**config.mk**
```make
export PLATFORM = sky130hd
export DESIGN_NAME = imem_loader
export DESIGN_NICKNAME = d
export VERILOG_FILES = /design/src/rtl/imem_loader_pkg.sv /design/src/rtl/imem_loader.sv
export SDC_FILE = /design/constraint.sdc
export NUM_CORES = 1
export LEC_CHECK = 0
export ABC_AREA = 0
export CAP_MARGIN = 20
export CORE_MARGIN = 3
export CORE_UTILIZATION = 57
export CTS_CLUSTER_SIZE = 40
export DETAILED_ROUTE_END_ITERATION = 10
export PLACE_DENSITY_LB_ADDON = 0.08
export SLEW_MARGIN = 10
export SYNTH_ARGS = -nofsm -noshare
export SYNTH_HDL_FRONTEND = slang
export SYNTH_SLANG_ARGS = --single-unit
```
**constraint.sdc**
```tcl
create_clock -name clk -period 4.81 [get_ports clk]
set_input_delay 0.481 -clock clk [delete_from_list [all_inputs] [get_ports clk]]
set_output_delay 0.481 -clock clk [all_outputs]
set_load 0.02 [all_outputs]
```
**src/rtl/imem_loader_pkg.sv**
```systemverilog
// Shared types for the boot-time instruction memory loader.
package imem_loader_pkg;

    localparam int unsigned DEPTH_DEFAULT = 1024;

    typedef enum logic [2:0] {
        IDLE,
        HEADER,
        DATA,
        CHECK,
        DONE,
        ERROR
    } state_e;

endpackage

```
**src/rtl/imem_loader.sv**
```systemverilog
// Framed word-stream loader: header count, payload to imem, XOR checksum.
// Holds the core in reset until a verified image has been written.
module imem_loader
    import imem_loader_pkg::*;
#(
    parameter int unsigned DEPTH = DEPTH_DEFAULT
) (
    input  logic        clk,
    input  logic        reset,
    input  logic        start,
    input  logic        in_valid,
    input  logic [31:0] in_data,
    output logic        in_ready,
    output logic        imem_we,
    output logic [31:0] imem_waddr,
    output logic [31:0] imem_wdata,
    output logic        cpu_hold,
    output logic        busy,
    output logic        done,
    output logic        error
);

    localparam int IW = $clog2(DEPTH);
    localparam int RW = IW + 1;

    state_e          state_q;
    logic [IW-1:0]   idx_q;
    logic [RW-1:0]   rem_q;
    logic [31:0]     csum_q;
    logic            we_q;
    logic [31:0]     waddr_q;
    logic [31:0]     wdata_q;
    logic            xfer;
    logic            hdr_bad;

    assign xfer    = in_valid & in_ready;
    assign hdr_bad = (in_data == 32'd0) || (in_data > 32'(DEPTH));

    always_ff @(posedge clk) begin
        if (reset) begin
            state_q <= IDLE;
            idx_q   <= '0;
            rem_q   <= '0;
            csum_q  <= '0;
            we_q    <= 1'b0;
            waddr_q <= '0;
            wdata_q <= '0;
        end else begin
            we_q <= 1'b0;
            unique case (state_q)
                IDLE, DONE, ERROR: begin
                    if (start) state_q <= HEADER;
                end
                HEADER: begin
                    if (xfer) begin
                        if (hdr_bad) begin
                            state_q <= ERROR;
                        end else begin
                            rem_q   <= in_data[RW-1:0];
                            idx_q   <= '0;
                            csum_q  <= '0;
                            state_q <= DATA;
                        end
                    end
                end
                DATA: begin
                    if (xfer) begin
                        we_q    <= 1'b1;
                        waddr_q <= {{(30-IW){1'b0}}, idx_q, 2'b00};
                        wdata_q <= in_data;
                        csum_q  <= csum_q ^ in_data;
                        idx_q   <= idx_q + 1'b1;
                        rem_q   <= rem_q - 1'b1;
                        if (rem_q == RW'(1)) state_q <= CHECK;
                    end
                end
                CHECK: begin
                    if (xfer) begin
                        state_q <= (in_data == csum_q) ? DONE : ERROR;
                    end
                end
                default: state_q <= IDLE;
            endcase
        end
    end

    // Status is a pure decode of the state register: no input-to-output path.
    assign busy       = (state_q == HEADER) || (state_q == DATA) ||
                        (state_q == CHECK);
    assign in_ready   = busy;
    assign cpu_hold   = busy || (state_q == ERROR);
    assign done       = (state_q == DONE);
    assign error      = (state_q == ERROR);
    assign imem_we    = we_q;
    assign imem_waddr = waddr_q;
    assign imem_wdata = wdata_q;

endmodule

```
; ---- Yosys cells after proc, flatten, opt, wreduce, memory -nomap -nowiden
; Index checks and enable logic that the tools add are counted.
[word_totals]
register_bits = 99
input_bits = 36
word_cells = 59
[op_classes]
add_sub_neg = 2
order_cmp = 1
n_eq_ne = 13
muxes = 21
bitwise_logic = 3
reduce_logical = 12
[op_table]
columns = operator, count
row1 = 32-bit two-way mux, 3
row2 = 32-bit one-hot mux with 2 select lines, 1
row3 = 11-bit two-way mux, 3
row4 = 32-bit equality test, 1
row5 = "32-bit by 11-bit greater-than comparator with 1-bit output, second input constant", 1
row6 = 32-bit logical NOT, 1
row7 = 32-bit bitwise XOR, 1
row8 = 10-bit two-way mux, 3
row9 = 11-bit one-hot mux with 2 select lines, 1
row10 = 10-bit one-hot mux with 2 select lines, 1
row11 = 3-bit two-way mux, 6
row12 = "2-bit != test, second input constant", 6
row13 = 3-bit one-hot mux with 4 select lines, 1
row14 = "11-bit by 1-bit equality test with 1-bit output, second input constant", 1
row15 = "11-bit by 1-bit subtractor with 11-bit output, second input constant", 1
row16 = "10-bit by 1-bit adder with 10-bit output, second input constant", 1
row17 = "3-bit by 2-bit equality test with 1-bit output, second input constant", 2
row18 = "3-bit equality test, second input constant", 2
row19 = 5-bit AND reduction, 1
row20 = 1-bit logical OR, 4
row21 = 4-bit AND reduction, 1
row22 = "3-bit by 1-bit equality test with 1-bit output, second input constant", 1
row23 = 3-bit logical NOT, 1
row24 = 3-bit OR reduction, 1
row25 = 6 further kinds, 7

; ---- Depth between registers and ports, before layout
; Gate-level depths: netlist of the first run.
[logic_depth]
ltp_word = 6
ltp_mapped = 9
depth_no_buf = 7

; ---- Worst setup path before layout of the first run
; Ideal clock, no wire load.
[synth_timing]
path_type = input to register
from = input in_data[0]
to = register idx_q[2]
setup_time_ns = 0.134
arrival_time_ns = 1.923
t_required_ns = 4.676
path_slack_ns = 2.753
cell_stages = 7
cell_sequence = buf_2 -> nor4_4 -> and4_1 -> nor2_1 -> buf_2 -> o41ai_1 -> a21oi_1
[synth_via]
elab_chain_len = 4
[synth_rtl]
columns = item, line_no
row1 = "start, declared", imem_loader.sv:12  ; input logic [31:0] in_data,
row2 = 32-bit by 11-bit greater-than comparator with 1-bit output or 32-bit logical NOT (tied branches), imem_loader.sv:37  ; assign hdr_bad = (in_data == 32'd0) || (in_data > 32'(DEPTH));
row3 = 1-bit logical OR (*), imem_loader.sv:37
row4 = 2-bit != test (no line) (*), n/a
row5 = 4-bit AND reduction (no line) (*), n/a
row6 = "end signal, assigned", imem_loader.sv:72  ; idx_q <= idx_q + 1'b1;
row7 = "end, declared", imem_loader.sv:27  ; logic [IW-1:0] idx_q;
; Mark *: on every way between the ends. The rest lies on a longest branch, timed or not.
; A chain may end at the register's enable or synchronous reset.

; ---- Worst setup path after layout of the first run
[layout_timing]
from = register state_q[0]
to = register idx_q[1]
[layout_via]
elab_chain_len = 6
[layout_rtl]
columns = item, line_no
row1 = "start, declared", imem_loader.sv:26  ; state_e state_q;
row2 = "start signal, assigned", imem_loader.sv:79  ; state_q <= (in_data == csum_q) ? DONE : ERROR;
row3 = 3-bit by 1-bit equality test with 1-bit output or 3-bit by 2-bit equality test with 1-bit output (tied branches), "imem_loader.sv:50, imem_loader.sv:88"
row4 = 1-bit logical OR (2 in a row), imem_loader.sv:88  ; assign busy = (state_q == HEADER) || (state_q == DATA) ||
row5 = 1-bit bitwise AND, imem_loader.sv:36  ; assign xfer = in_valid & in_ready;
row6 = 2-bit != test (no line), n/a
row7 = 4-bit AND reduction (no line), n/a
; Parallel ways exist; a longest one is shown, timed or not.

==> results.yml, run 1 <==
timing:
  hold_viol: 0
  clock_skew_ns: 0.00833
  holdWs_ns: 0.458
  setup_violations: 0
  tightest_slew_ns: 1.00
  setup_tns_ns: 0
  final.min_clock_period_ns: 3.14
  fmax_ghz: 0.319
  relSlewSlack: 0.331
  period_share: 0.653
  rsz0062_at_grt: "false"
  maxSlewViolCount: 0
critical_path:
  crit_required_ns: 5.09
  cp_num_cells: 6
  crit_type: "reg2reg"
  worst_ep_arrival_time_ns: 3.42
  critPathTopFamily: "compound AO/OA/AOI/OAI gates"
  cpMaxStageDelayCell: "a21oi_2"
  r2r_end: "idx_q[1]"
  r2r_start: "state_q[0]"
  r2r_setup_slack_ns: 1.67
  reg2reg_depth: 6
  worstPathCellList: "or3b_1 > a21oi_2 > buf_4 > o2111ai_1 > and4_1 > a41o_1"
  startpoint_type: "register"
  crit_buf_inv: 1
  slowest_delay_ns: 0.62
  cp_max_fo: 29
  crit_path_end_kind: "register"
hold_path:
  hp-start: "imem_wdata[15]"
  hold_depth: 2
  min_path_type: "reg2reg"
  hold_end: "imem_wdata[15]"
global_route:
  grt_pass1_wl_um: 25900
  grt_pass1_vias: 5186
  antenna_found_initial: 0
  overflow: 0
  grt.total_usage: 0.282
  grt_max_degree: 68
cts:
  cts_root_buf: "clkbuf_8"
  cts_buffers: 9
  cts.clk_slew.worst_paths_ns: 0.10
  htreeDepth: 3
  post-cts-setup-buffer-count: 0
  cts_tree: "built"
  cts.sinks: 99
  clk_latency_ns: 0.38
  clock_path_buffers: 2
  ctsResizeCount: 0
  holdBufCountCts: 0
final_layout:
  syn_to_final_growth_pct: 16.7
  mostFrequentLayoutCells: "nand2_1 (127), dfxtp_1 (99), a21oi_1 (90), clkdlybuf4s50_1 (82), nor2b_1 (48)"
  layout_commonest_cell: "nand2_1"
  fin_util: 0.691
  antenna_cells: 0
  layout-drive-gt1-share: 0.0547
  finalNetCount: 802
pwr:
  powerDensity_mw_per_mm2: 242
  ir_drop_uv: 153
  power_mw: 1.57
  power_leakage_nw: 2.05
routing:
  drt_iter0_markers: 607
  wl_met3_um: 1380
  highest_layer: "met4"
  num_vias: 5693
  drt_wl_total_um: 15800
  met1_length_um: 7050
  met2RoutedLength_um: 7130
  first_pass_iters: 5
  antenna_left: 0
  viasPerCell: 6.35
  wl_per_cell_um: 17.6
  drc: 0
synthesis:
  synth-async-reset-ratio: 0
  ys_ff_latch: 99
  synth_warnings: 0
  yosys.cell_types.count: 68
  synth-edff-count: 0
  syn_area_mm2: 0.00555
  syn_inst: 717
  synth.avg_cell_area_um2: 7.74
  seq_area_frac_synth: 0.357
  synth_top_area_share: 0.357
  synth_ff_type: "dfxtp_1"
  ys_top_cells_by_area: "dfxtp_1 (36%), nand2_1 (8.6%), a21oi_1 (8.1%), nor2b_1 (5.4%), o2111ai_1 (4.7%)"
  synth_top_cell_by_area: "dfxtp_1"
floorplanning:
  fp.dieArea_mm2: 0.0110
  pin_count: 106
  start_util: 0.592
  core_area_mm2: 0.00937
  die_x_um: 105
  die_h_um: 105
  num_rows: 35
place:
  gp_congestion: 0.899
  io_buffer_count: 83
  hpwlAfterDp_um: 10700
outcome:
  status: "complete, no violations"
run:
  maxCapViolCount: 0
==> metrics by stage <==
stage | setup WS (ns) | cell area, um^2 | instances
2_1_floorplan | 2.75 | 5630 | 738
3_3_place_gp | 1.73 | 6260 | 880
3_5_place_dp | 1.68 | 6280 | 881
4_1_cts | 1.79 | 6480 | 897
5_1_grt | 1.61 | 6480 | 897
6_report | 1.67 | 6480 | 897
==> worst register-to-register path, stage by stage (launching register included) <==
cell       delay, ns
dfxtp_1         0.55
or3b_1          0.55
a21oi_2         0.62
buf_4           0.45
o2111ai_1       0.37
and4_1          0.33
a41o_1          0.19
==> synth_stat cells (3+ instances only) <==
cell,count
nand2_1,127
dfxtp_1,99
a21oi_1,90
nor2b_1,48
clkbuf_1,30
o2111ai_1,30
nor2_1,29
o211ai_1,28
buf_4,26
o21ai_0,20
inv_1,19
nor4_1,18
buf_2,17
nand3_1,15
o311ai_0,12
nand4_1,9
nor3_1,7
and3_1,6
or3_1,6
or4_1,5
and4_1,4
mux2i_1,4
o41ai_1,4
a2111oi_0,3
a31oi_1,3
ha_1,3
o31ai_1,3
==> registers in the layout, summed over array words and instances, names as in the netlist <==
register,count
idx_q,10
state_q,3
imem_we,1
csum_q,32
imem_wdata,32
rem_q,11
imem_waddr,10
==> cell type report <==
type | instances | area [um^2]
multi-input combinational | 542 | 3160
fill | 828 | 2890
sequential | 99 | 1980
timing repair buffer | 92 | 901
tap | 129 | 161
clock buffer | 9 | 124
clock inverter | 7 | 76.3
inverter | 19 | 71.3
==> where the power goes <==
group          internal, mW  total [mW]  leakage (nW)  switching, mW
clock                 0.243       0.563        0.0958          0.320
sequential            0.821       0.827         0.797        0.00584
combinational        0.0590       0.175          1.16          0.116
==> cells by family after synthesis <==
logic type,share of synthesized area
flip-flops,0.357
AO/OA/AOI/OAI,0.273
XOR/XNOR,0.00316
adder cells (fa/ha/maj),0.00676
multiplexers,0.00721
other,0.000675
buffers and inverters,0.0899
AND/OR/NAND/NOR,0.262
==> worst max path at each step <==
stage | startpoint | endpoint | slack, ns
after floorplan | in_data[0] | idx_q[2] | 2.75
after global placement | in_data[23] | idx_q[7] | 1.73
after detailed placement | in_data[0] | csum_q[7] | 1.68
after CTS | state_q[0] | idx_q[1] | 1.79
after global routing | state_q[1] | csum_q[0] | 1.61
final | state_q[0] | idx_q[1] | 1.67
==> routing by layer <==
layer,global-route usage,up-vias
li1,-,2675
met1,0.416,2688
met2,0.420,297
met3,0.0463,33
met4,0.0928,0
met5,0,-
(Power assumes the default switching activity.)
==> inputs of run 2 (changes only) <==
Settings changed: CORE_UTILIZATION 57 to 48.
Clock period 4.81 ns to 2.75 ns, I/O delays scaled along.
==> results.yml, run 2 (synthesis gave the netlist of run 1 again) <==
outcome:
  status: "complete, no violations"
pwr:
  seqPwrFrac: 0.446
  power_leakage_nw: 2.27
  pwr-share-clk: 0.451
  ir_drop_uv: 340
  power_switching_mw: 0.774
  intPower_mw: 2.47
  powerDensity_mw_per_mm2: 471
  swShare: 0.239
  p_comb_frac: 0.103
critical_path:
  cp_max_fo: 25
  reg2reg_depth: 6
  startpoint_type: "register"
  r2r_setup_slack_ns: 0.29
  r2r_start: "state_q[2]"
  crit_type: "reg2reg"
  crit_required_ns: 3.00
  worst_ep_arrival_time_ns: 2.71
  crit_path_end_kind: "register"
  r2r_end: "idx_q[1]"
  crit_start: "state_q[2]"
routing:
  drc: 0
  highest_layer: "met4"
  drt_wl_total_um: 16800
  antenna_left: 0
  viasPerCell: 6.11
  first_pass_iters: 5
  num_vias: 5707
  drt_iter0_markers: 503
  wl_met3_um: 1440
  wl_per_cell_um: 18.0
  met2RoutedLength_um: 7380
  met1_length_um: 7640
timing:
  final.min_clock_period_ns: 2.46
  rsz0062_at_grt: "false"
  period_share: 0.894
  holdWs_ns: 0.456
  setup_violations: 0
  hold_viol: 0
  fmax_ghz: 0.407
  setup_tns_ns: 0
  maxSlewViolCount: 0
  clock_skew_ns: 0.00511
  tightest_slew_ns: 0.633
  relSlewSlack: 0.578
cts:
  htreeDepth: 3
  cts.sinks: 99
  cts_root_buf: "clkbuf_16"
  holdBufCountCts: 0
  cts_tree: "built"
  post-cts-setup-buffer-count: 0
  ctsResizeCount: 0
  clock_path_buffers: 2
  clk_latency_ns: 0.35
  cts_buffers: 9
  cts.clk_slew.worst_paths_ns: 0.07
global_route:
  antenna_found_initial: 0
  grt_max_degree: 90
  grt_pass1_wl_um: 27300
  grt_pass1_vias: 5459
  grt.total_usage: 0.263
  overflow: 0
run:
  maxCapViolCount: 0
floorplanning:
  die_x_um: 114
  num_rows: 38
  fp.dieArea_mm2: 0.0129
  core_area_mm2: 0.0111
  start_util: 0.501
  pin_count: 106
  die_h_um: 114
final_layout:
  finalNetCount: 828
  layout_commonest_cell: "nand2_1"
  syn_to_final_growth_pct: 24.1
  mostFrequentLayoutCells: "nand2_1 (127), dfxtp_1 (99), a21oi_1 (90), clkdlybuf4s50_1 (82), nor2b_1 (48)"
  antenna_cells: 0
  layout-drive-gt1-share: 0.0844
  nFillCells: 1001
hold_path:
  hp-start: "imem_wdata[3]"
  hold_end: "imem_wdata[3]"
  min_path_type: "reg2reg"
  hold_depth: 2
place:
  gp_congestion: 0.902
  hpwlAfterDp_um: 11900
  io_buffer_count: 83
-- run 2: cell count changes in the layout (fill, tap and decap cells not counted), sizes merged --
cell	change
buf	+26
clkinv	-1
bufinv	+2
clkbuf	+2
inv	-1
clkinvlp	-2
-- run 2: metal layers --
layer,track usage,vias to the layer above
li1,-,2732
met1,0.369,2686
met2,0.397,266
met3,0.0531,23
met4,0.102,0
met5,0,-
-- run 2: through the flow --
stage	utilization	area (um^2)	instances	total power, mW	setup slack, ns
finish	0.622	6890	934	3.25	0.290
floorplan	-	5630	738	1.68	0.856
detailed placement	0.591	6550	918	1.81	0.0178
CTS	0.622	6890	934	3.27	0.308
global route	0.622	6890	934	3.35	0.152
global placement	0.591	6550	918	1.80	0.0413
-- run 2: critical path: stages (launching register included) --
cell,delay [ns]
dfxtp_1,0.47
or3b_1,0.66
a21oi_2,0.32
buf_12,0.21
o2111ai_1,0.22
and4_1,0.29
a41o_1,0.19
-- run 2: power by group through the flow --
stage / Clock (mW) / Combinational (mW) / Sequential (mW)
2_1_floorplan: 0 / 0.211 / 1.47
5_1_grt: 1.55 / 0.358 / 1.45
6_report: 1.46 / 0.334 / 1.45
4_1_cts: 1.50 / 0.328 / 1.45
3_5_place_dp: 0 / 0.326 / 1.48
3_3_place_gp: 0 / 0.324 / 1.48
-- run 2: worst max-delay path by stage --
stage	cells past startpoint	end
after floorplan	9	csum_q[19]
after global placement	7	rem_q[7]
after detailed placement	7	rem_q[7]
after CTS	6	idx_q[1]
after global routing	7	rem_q[7]
final	6	idx_q[1]
-- run 2: layout make-up --
cell class,count,area [um^2],area share
tap,140,175,0.0254
clock buffer,11,243,0.0352
multi-input combinational,542,3160,0.458
sequential,99,1980,0.288
timing repair buffer,118,1160,0.169
clock inverter,5,100,0.0145
inverter,19,71.3,0.0103
==> inputs of run 3 (changes only) <==
Settings changed: CORE_UTILIZATION 48 to 49, CTS_BUF_LIST set to sky130_fd_sc_hd__clkbuf_8.
==> results.yml, run 3 (synthesis gave the netlist of run 1 again) <==
critical_path:
  slowest_delay_ns: 0.56
  crit_path_end_kind: "register"
  startpoint_type: "register"
  crit_required_ns: 3.03
  worstPathCellList: "or3b_1 > a21oi_2 > buf_12 > o2111ai_1 > buf_4 > and4_1 > a41o_1"
  worst_ep_arrival_time_ns: 2.67
  cpMaxStageDelayCell: "dfxtp_1"
  cp_max_fo: 40
  crit_type: "reg2reg"
cts:
  clk_latency_ns: 0.38
  htreeDepth: 3
  cts.clk_slew.worst_paths_ns: 0.10
  ctsResizeCount: 0
  cts.sinks: 99
  holdBufCountCts: 0
  cts_tree: "built"
  cts_root_buf: "clkbuf_8"
  cts_buffers: 9
  post-cts-setup-buffer-count: 0
  clock_path_buffers: 2
place:
  place_worst_setup_slack_ns: 0.00397
  gp_congestion: 0.939
  io_buffer_count: 83
  hpwlAfterDp_um: 12200
final_layout:
  antenna_cells: 0
  layout_commonest_cell: "nand2_1"
  finalNetCount: 833
  mostFrequentLayoutCells: "nand2_1 (127), dfxtp_1 (99), a21oi_1 (90), clkdlybuf4s50_1 (82), nor2b_1 (48)"
  syn_to_final_growth_pct: 21.2
  layout-drive-gt1-share: 0.0890
floorplanning:
  fp.dieArea_mm2: 0.0126
  die_x_um: 112
  die_h_um: 112
  pin_count: 106
  start_util: 0.508
  num_rows: 38
  core_area_mm2: 0.0109
routing:
  wl_per_cell_um: 18.1
  first_pass_iters: 5
  drt_iter0_markers: 494
  drt_wl_total_um: 17000
  drc: 0
  antenna_left: 0
  viasPerCell: 6.13
  num_vias: 5749
global_route:
  grt.met3_usage: 0.0518
  grt-busiest-layer: "met2"
  met1_usage: 0.392
  overflow: 0
  grt.total_usage: 0.271
  grtUsageMet2: 0.402
  grt_pass1_wl_um: 27900
  grt_max_degree: 46
  grt_pass1_vias: 5353
  antenna_found_initial: 0
hold_path:
  min_path_type: "in2reg"
timing:
  hold_viol: 0
  setup_tns_ns: 0
  fmax_ghz: 0.418
  tightest_slew_ns: 0.680
  fin_ws_ns: 0.360
  maxSlewViolCount: 0
  clock_skew_ns: 0.00654
  rsz0062_at_grt: "false"
  period_share: 0.869
  setup_violations: 0
  relSlewSlack: 0.546
  final.min_clock_period_ns: 2.39
pwr:
  power_leakage_nw: 2.20
  powerDensity_mw_per_mm2: 393
  ir_drop_uv: 242
outcome:
  status: "complete, no violations"
run:
  maxCapViolCount: 0
==> run 3: cell count changes in the layout (fill, tap and decap cells not counted), sizes merged <==
cell,delta
buf,+5
bufinv,-3
clkbuf,-1
clkinvlp,+1
inv,+2
==> run 3: routing by layer <==
layer,wire length [um],up-vias
li1,-,2735
met1,7740,2729
met2,7530,261
met5,0,-
met3,1440,24
met4,306,0
==> run 3: report_power, final <==
part	total, mW	switching [mW]	internal (mW)
registers	1.45	0.0107	1.44
logic	0.336	0.211	0.124
clock network	0.863	0.517	0.346
==> run 3: final timing paths <==
| kind | startpoint | end | slack (ns) | cells after the start |
|---|---|---|---|---|
| max | state_q[0] | idx_q[1] | 0.36 | 7 |
| min | reset | csum_q[29] | 0.38 | 2 |
| max reg2reg | state_q[0] | idx_q[1] | 0.36 | 7 |
| min reg2reg | imem_wdata[19] | imem_wdata[19] | 0.46 | 2 |
==> run 3: critical path: cells and delay by family (launching register included) <==
family          cells  cell delay (ns)
compound gates      3             0.55
buf+inv             2             0.42
flops               1             0.56
simple gates        2             0.75
==> run 3: cell type report <==
| type | count | area (um^2) |
|---|---|---|
| Fill cell | 1026 | 4210 |
| Multi-Input combinational cell | 542 | 3160 |
| Sequential cell | 99 | 1980 |
| Timing Repair Buffer | 123 | 1180 |
| Tap cell | 140 | 175 |
| Clock buffer | 10 | 138 |
| Inverter | 19 | 71.3 |
| Clock inverter | 5 | 30.0 |
==> run 3: metrics by stage <==
stage	hold slack (ns)	instance area (um^2)	total power [mW]	instances	utilization
finish	0.380	6730	2.65	938	0.615
global route	0.394	6730	2.75	938	0.615
CTS	0.375	6730	2.67	938	0.615
detailed placement	0.446	6560	1.81	923	0.600
global placement	0.443	6560	1.80	923	0.600
floorplan	0.427	5630	1.68	738	-
